--- config.mk ---
export PLATFORM = sky130hd
export DESIGN_NAME = ram_rmw_ctrl
export DESIGN_NICKNAME = d
export VERILOG_FILES = /design/src/rtl/ram_rmw_ctrl.sv
export SDC_FILE = /design/constraint.sdc
export NUM_CORES = 1
export LEC_CHECK = 0
export BUFFER_PORTS_ARGS = -buffer_cell sky130_fd_sc_hd__buf_2
export CAP_MARGIN = 20
export CORE_ASPECT_RATIO = 1.25
export CORE_MARGIN = 4
export CORE_UTILIZATION = 46
export CTS_CLUSTER_SIZE = 8
export DETAILED_ROUTE_END_ITERATION = 10
export PLACE_DENSITY = 0.89
export SETUP_SLACK_MARGIN = 0.02
export SKIP_LAST_GASP = 1
export SLEW_MARGIN = 5
export SYNTH_ARGS = -nofsm -noshare
export SYNTH_HDL_FRONTEND = slang
export SYNTH_SLANG_ARGS = --single-unit
--- constraint.sdc ---
create_clock -name clk -period 1.5 [get_ports clk]
set_input_delay 0.3 -clock clk [delete_from_list [all_inputs] [get_ports clk]]
set_output_delay 0.3 -clock clk [all_outputs]
set_load 0.05 [all_outputs]
--- src/rtl/ram_rmw_ctrl.sv ---
// ram_rmw_ctrl: load/store sequencer for a single-port sync RAM, sub-word stores done as read-modify-write.
// Optional MISALIGN_TRAP_EN: misaligned requests answer with resp_err instead of touching the RAM.
module ram_rmw_ctrl #(
  parameter int ADDR_W = 10
) (
  input  logic              clk,
  input  logic              rst_n,
  input  logic              req_valid,
  output logic              req_ready,
  input  logic              req_we,
  input  logic              req_type_b,
  input  logic              req_type_hb,
  input  logic [31:0]       req_addr,
  input  logic [31:0]       req_wdata,
  output logic              resp_valid,
  output logic [31:0]       resp_rdata,
  output logic              resp_err,
  output logic              ram_en,
  output logic              ram_we,
  output logic [ADDR_W-1:0] ram_addr,
  output logic [31:0]       ram_wdata,
  input  logic [31:0]       ram_rdata
);
  typedef enum logic [2:0] {IDLE, RD, LDR, MRG, WR, ERR} state_t;
  state_t state, state_nxt;
  logic we_q, b_q, hb_q, misalign, accept, unused_addr;
  logic [1:0] lo_q;
  logic [ADDR_W-1:0] addr_q;
  logic [31:0] wdata_q, mrg_q;

  function automatic logic [31:0] merge(input logic [31:0] old, input logic [31:0] wd,
                                        input logic [1:0] lo, input logic b, input logic hb);
    return lo == 2'd0 ? {hb ? old[31:16] : wd[31:16], b ? old[15:8] : wd[15:8], wd[7:0]} :
           lo == 2'd1 ? {hb ? old[31:24] : wd[23:16], b ? old[23:16] : wd[15:8], wd[7:0], old[7:0]} :
           lo == 2'd2 ? {b ? old[31:24] : wd[15:8], wd[7:0], old[15:0]} :
                        {wd[7:0], old[23:0]};
  endfunction

  assign unused_addr = ^req_addr[31:ADDR_W+2];
  assign accept = req_valid && state == IDLE;
`ifdef MISALIGN_TRAP_EN
  assign misalign = (!req_type_hb && req_addr[1:0] != 2'd0) ||
                    (req_type_hb && !req_type_b && req_addr[1:0] == 2'd3);
`else
  assign misalign = 1'b0;
`endif

  always_ff @(posedge clk or negedge rst_n) begin
    if (!rst_n) begin
      state   <= IDLE;
      we_q    <= 1'b0;
      b_q     <= 1'b0;
      hb_q    <= 1'b0;
      lo_q    <= '0;
      addr_q  <= '0;
      wdata_q <= '0;
      mrg_q   <= '0;
    end else begin
      state <= state_nxt;
      if (accept) begin
        we_q    <= req_we;
        b_q     <= req_type_b;
        hb_q    <= req_type_hb;
        lo_q    <= req_addr[1:0];
        addr_q  <= req_addr[ADDR_W+1:2];
        wdata_q <= req_wdata;
      end
      if (state == MRG) mrg_q <= merge(ram_rdata, wdata_q, lo_q, b_q, hb_q);
    end
  end

  always_comb begin
    state_nxt = state;
    unique case (state)
      IDLE:    if (req_valid) state_nxt = misalign ? ERR : (req_we && !req_type_hb) ? WR : RD;
      RD:      state_nxt = we_q ? MRG : LDR;
      MRG:     state_nxt = WR;
      default: state_nxt = IDLE;
    endcase
    req_ready  = state == IDLE;
    ram_en     = state == RD || state == WR;
    ram_we     = state == WR;
    ram_addr   = ram_en ? addr_q : '0;
    // word stores skip the read, so any bytes below lo are written as zero
    ram_wdata  = state != WR ? '0 : hb_q ? mrg_q : merge('0, wdata_q, lo_q, 1'b0, 1'b0);
    resp_valid = state == LDR || state == WR || state == ERR;
    resp_rdata = state == LDR ? ram_rdata : '0;
`ifdef MISALIGN_TRAP_EN
    resp_err   = state == ERR;
`else
    resp_err   = 1'b0;
`endif
  end
endmodule

Word level (Yosys, flattened, before mapping)
Index checks and enable logic that the tools add are counted.

storage, ports and cells
  register bits after elaboration = 82
  latch bits = 0
  memory bits (writable) = 0
  ROM bits = 0
  input port bits = 102
  output and inout port bits = 79
  logic and storage cells = 44
  memories = 0

cells by class
  add/sub/neg operators = 0
  multiply operators = 0
  div/mod/pow operators = 0
  magnitude comparators = 0
  equal/unequal tests = 9
  shift-type cells = 0
  muxes and demuxes = 19
  bitwise logic cells = 0
  reductions and logical operators = 8

operators by type and width
  cell                                                             count
  32-bit 2-to-1 mux                                                9
  8-bit 2-to-1 mux                                                 4
  16-bit 2-to-1 mux                                                1
  10-bit 2-to-1 mux                                                1
  3-bit one-hot mux with 3 select lines                            1
  3-bit by 2-bit == test with 1-bit output, second input constant  2
  3-bit == test, second input constant                             2
  3-bit 2-to-1 mux                                                 2
  3-bit by 1-bit == test with 1-bit output, second input constant  1
  3-bit logical NOT                                                1
  1-bit logical OR                                                 3
  3-bit != test, second input constant                             1
  2-bit by 1-bit == test with 1-bit output, second input constant  1
  2-bit == test, second input constant                             1
  1-bit logical AND                                                2
  2-bit logical NOT                                                1
  2-bit != test, second input constant                             1
  1-bit logical NOT                                                1
  1-bit 2-to-1 mux                                                 1

Logic depth before layout (Yosys ltp)
  word-level depth = 6
  gate-level depth with buffers = 8
  mapped depth without buffers = 4

Worst setup path before layout
Ideal clock, no wire load.

  path type = register to output
  from = register hb_q
  to = output port ram_wdata[23]
  data arrival time = 2.152 ns
  data required time = 1.200 ns
  setup slack = -0.952 ns
  stages on the path, launching flop included = 7
  buffers on the path = 3
  cell sequence = dfrtp_1 > buf_2 > buf_4 > inv_1 > buf_2 > nor2_1 > nor3_1

between the ends
  longest elaborated chain between the ends = 2

RTL lines
  item                            line  RTL
  start: declaration              26    logic we_q, b_q, hb_q, misalign, accept, unused_addr;
  start signal: assignment        63    hb_q <= req_type_hb;
  32-bit 2-to-1 mux (2 in a row)  85    ram_wdata = state != WR ? '0 : hb_q ? mrg_q : merge('0, wdata_q, lo_q, 1'b0, 1'b0);
  end: declaration                21    output logic [31:0] ram_wdata,

No other way between the ends.

Worst setup path after layout
  from = register lo_q[0]
  to = output port ram_wdata[17]

between the ends
  longest elaborated chain between the ends = 6
  elaborated cells on any way between the ends = 8
  those cells by class = 2 x eq/ne; 5 x mux; 1 x reduce/logical

RTL lines
  item                              line  RTL
  start: declaration                27    logic [1:0] lo_q;
  start signal: assignment          64    lo_q <= req_addr[1:0];
  2-bit == test                     35    lo == 2'd2 ? {b ? old[31:24] : wd[15:8], wd[7:0], old[15:0]} :
  32-bit 2-to-1 mux                 35
  32-bit 2-to-1 mux                 34    lo == 2'd1 ? {hb ? old[31:24] : wd[23:16], b ? old[23:16] : wd[15:8], wd[7:0], old[7:0]} :
  32-bit 2-to-1 mux *               33    return lo == 2'd0 ? {hb ? old[31:16] : wd[31:16], b ? old[15:8] : wd[15:8], wd[7:0]} :
  32-bit 2-to-1 mux * (2 in a row)  85

Every way passes the cells marked *; elsewhere a longest branch is shown, timed or not.

==> metrics.csv <==
stage;metric;value;unit
outcome;outcome;finished, violations left;
outcome;failing checks;negative setup slack;
global_route;GR Util All Layers;35.4;%
route;Iter 0 DRT Violations;970;
min_path;Hold Path Class;input port to flip-flop;
synthesis;Post-Syn Area per Cell;9.79;um^2
placed_design;IO buf count;159;
clock_network;H-tree depth;3;
route;Routed WL;30.2;mm
synthesis;warnings from Yosys;0;
clock_network;clock slew at reported path FFs;0.07;ns
synthesis;sequential element share of the synthesized area;38.2;%
synthesis;post-synthesis adder-cell area fraction;0;%
critical_path;CP max FO;4;
finish;share of layout cells above drive strength 1;70.2;%
die;core area;0.0112;mm^2
finish;Syn-to-layout area delta;85.0;%
synthesis;ys flop type;dfrtp_1;
route;Vias/cell;6.94;
critical_path;CP startpoint kind;flip-flop;
timing;RSZ-0062 raised after global routing;true;
timing;final hold vios;0;
placed_design;dpl cells;898;
timing;Final WS setup;-0.939;ns
die;DIE HEIGHT;129;um
placed_design;HPWL after DPL;14.1;mm
timing;minimum clock period;2.44;ns
job;max cap viols;0;
route;drc violations;0;
synthesis;proportion of synthesized area in mux cells;21.4;%
route;Routed WL per cell;31.0;um
synthesis;largest family of logic cells by synthesized area;multiplexers;
global_route;initial antenna violation count;1;
die;# IOs;181;
synthesis;XOR/XNOR Fraction of Synth Area;0.163;%
power_and_ir_drop;PD cells;2830;mW/mm^2
global_route;number of global-route vias before repair;6652;
die;Die Area;0.0135;mm^2
finish;Final Util;88.3;%
power_and_ir_drop;maximum vdd drop;1.96;mV
clock_network;CTS sink cnt;82;
finish;Antenna diodes;0;
clock_network;TritonCTS clock tree;yes;
power_and_ir_drop;Pleak;4.38;nW
route;Final ANT Viol Nets;0;
critical_path;critical path data arrival time;2.14;ns
timing;achievable frequency;410;MHz
clock_network;Clk Latency, worst-skew pair;0.36;ns
global_route;remaining global-route overflow;0;
synthesis;Mapped Area;0.00537;mm^2
critical_path;CP Data Required Time;1.20;ns
finish;Non-Filler Instances;974;
die;Die W;105;um
clock_network;Clock Path Buffers;2;
timing;Final Cycle Share;163;%
route;Vias;6756;
timing;final setup violation count;157;
clock_network;clock root buffer master;clkbuf_16;
finish;Final #Nets;936;
synthesis;Post-Syn Nets;650;
die;initial core utilization;47.7;%
global_route;first-pass GRT wire length;36.9;mm
die;Rows;43;
synthesis;post-synthesis cell count;548;
synthesis;register bit count reported by yosys;82;
synthesis;Post-Synth Simple-Gate Area;17.0;%
timing;pins over their slew limit;0;
synthesis;compound-gate portion of the synthesized area;16.9;%
synthesis;Yosys cell types;49;
global_route;largest net degree at the start of global routing;83;
route;DRT Pass-1 Iters;10;
critical_path;Worst Setup Path Type;flip-flop to primary output;
placed_design;Placer Congestion;0.969;
critical_path;Critical Path Sink Type;primary output;
synthesis;Post-synth EDFFs;0;
clock_network;CTS buffer count;9;
timing;Fin Clk Skew;0.00744;ns
synthesis;post-synthesis async set-or-reset flop share;100;%
[synth_stat cells, drive strengths merged, types with 2 or more instances]
cell type  number  area (um^2)
o21ai          27          135
nor3            3         26.3
mux2           62          721
and2           56          353
a21o            3         22.5
mux4            8          180
clkbuf         10         37.5
a22oi          15          113
a22o            6         52.6
o2bb2ai         7         61.3
nand3b          4         30.0
nor2           46          175
o32ai           6         52.6
nor2b           7         43.8
buf            38          265
a21oi          21          105
nor3b           5         42.5
inv             6         22.5
a2bb2oi         7         61.3
o221ai          7         61.3
a31oi          14         87.6
nand3           2         10.0
o21a            7         52.6
dfrtp          82         2050
a211oi          7         52.6
mux2i          25          250
nand2          54          203
[per-stage QoR]
step | power (mW) | hold WS, ns | instance area [um^2] | TNS, ns | setup WS, ns
2_1_floorplan | 13.5 | 0.00441 | 5860 | -33.46 | -0.459
3_3_place_gp | 17.1 | 0.361 | 7350 | -29.47 | -0.535
3_5_place_dp | 17.5 | 0.366 | 7350 | -33.85 | -0.575
4_1_cts | 23.4 | 0.170 | 9060 | -64.14 | -0.760
5_1_grt | 28.6 | 0.171 | 9930 | -80.65 | -0.979
6_report | 28.1 | 0.168 | 9930 | -75.79 | -0.939
[final cells by class]
| class | count | area (um^2) |
|---|---|---|
| clock buffer | 11 | 253 |
| clock inverter | 5 | 62.6 |
| fill | 413 | 1310 |
| inverter | 7 | 36.3 |
| multi-input combinational | 411 | 4080 |
| sequential | 82 | 2060 |
| tap | 135 | 169 |
| timing repair buffer | 323 | 3270 |
[report_power, final]
part           leakage, nW  internal, mW  switching, mW
logic                 3.29          10.1           10.9
clock network        0.148          1.39           1.05
registers            0.950          3.34           1.28
total                 4.38          14.9           13.2
[kinds of logic (layout without fill, tap and decap cells)]
group	count (synthesis)	count (layout)
xor+xnor	1	1
simple gates	181	181
mux	95	95
compound gates	133	133
flops	82	82
other cells	1	1
buf+inv	55	346
[state kept, by name (all words and copies together) (netlist names)]
| name | cells |
|---|---|
| hb_q | 1 |
| we_q | 1 |
| addr_q | 10 |
| mrg_q | 32 |
| lo_q | 2 |
| b_q | 1 |
| state | 3 |
| wdata_q | 32 |
[routing by layer]
metal  track usage, %  part of all wire, %  vias up
li1                 -                    -     2563
met1             37.8                   32     3207
met2             61.1                   47      700
met3             10.3                   12      286
met4             23.6                   10        0
met5                0                    0        -
[cells in the final DEF (no fill, tap or decap), drive strengths merged, types with 3 or more instances in the layout]
cell type    n
clkinvlp     4
a2bb2oi      7
a211oi       7
nor3b        5
clkinv       3
nand3b       4
nor2        46
o2bb2ai      7
nor3         3
o21a         7
and2        56
dfrtp       82
nand2       54
o32ai        6
a31oi       14
mux2i       25
a22oi       15
a22o         6
mux4         8
mux2        62
buf        320
o21ai       27
o221ai       7
a21o         3
inv          4
a21oi       21
clkbuf      13
nor2b        7
[worst paths after layout]
path / startpoint / endpoint / slack (ns) / cells past startpoint
worst min register to register: addr_q[7]$_DFFE_PN0P_ / addr_q[7]$_DFFE_PN0P_ / 0.52 / 1
worst max-delay path: lo_q[0]$_DFFE_PN0P_ / ram_wdata[17] / -0.94 / 8
worst min-delay path: req_wdata[27] / wdata_q[27]$_DFFE_PN0P_ / 0.17 / 2
min in group asynchronous: rst_n / mrg_q[12]$_DFFE_PN0N_ / 0.51 / 3
max in group asynchronous: rst_n / lo_q[0]$_DFFE_PN0P_ / 0.62 / 3
worst max register to register: state[0]$_DFFE_PN0P_ / wdata_q[1]$_DFFE_PN0P_ / -0.47 / 7
[critical path, stage by stage, from the launching register on]
cell	delay (ns)
dfrtp_2	0.46
buf_6	0.16
buf_6	0.11
nor2b_4	0.26
buf_6	0.18
o2bb2ai_1	0.18
mux2i_2	0.15
nor2_4	0.11
buf_6	0.16
[timing repair]
item,4_1_cts,5_1_grt
hold endpoints to repair,5,0
hold buffers,1,0
gates cloned,12,3
resized for setup,293,181
pin swaps,60,53
setup endpoints to repair,155,157
setup buffers,24,30
Power figures use the tool's default switching activity.
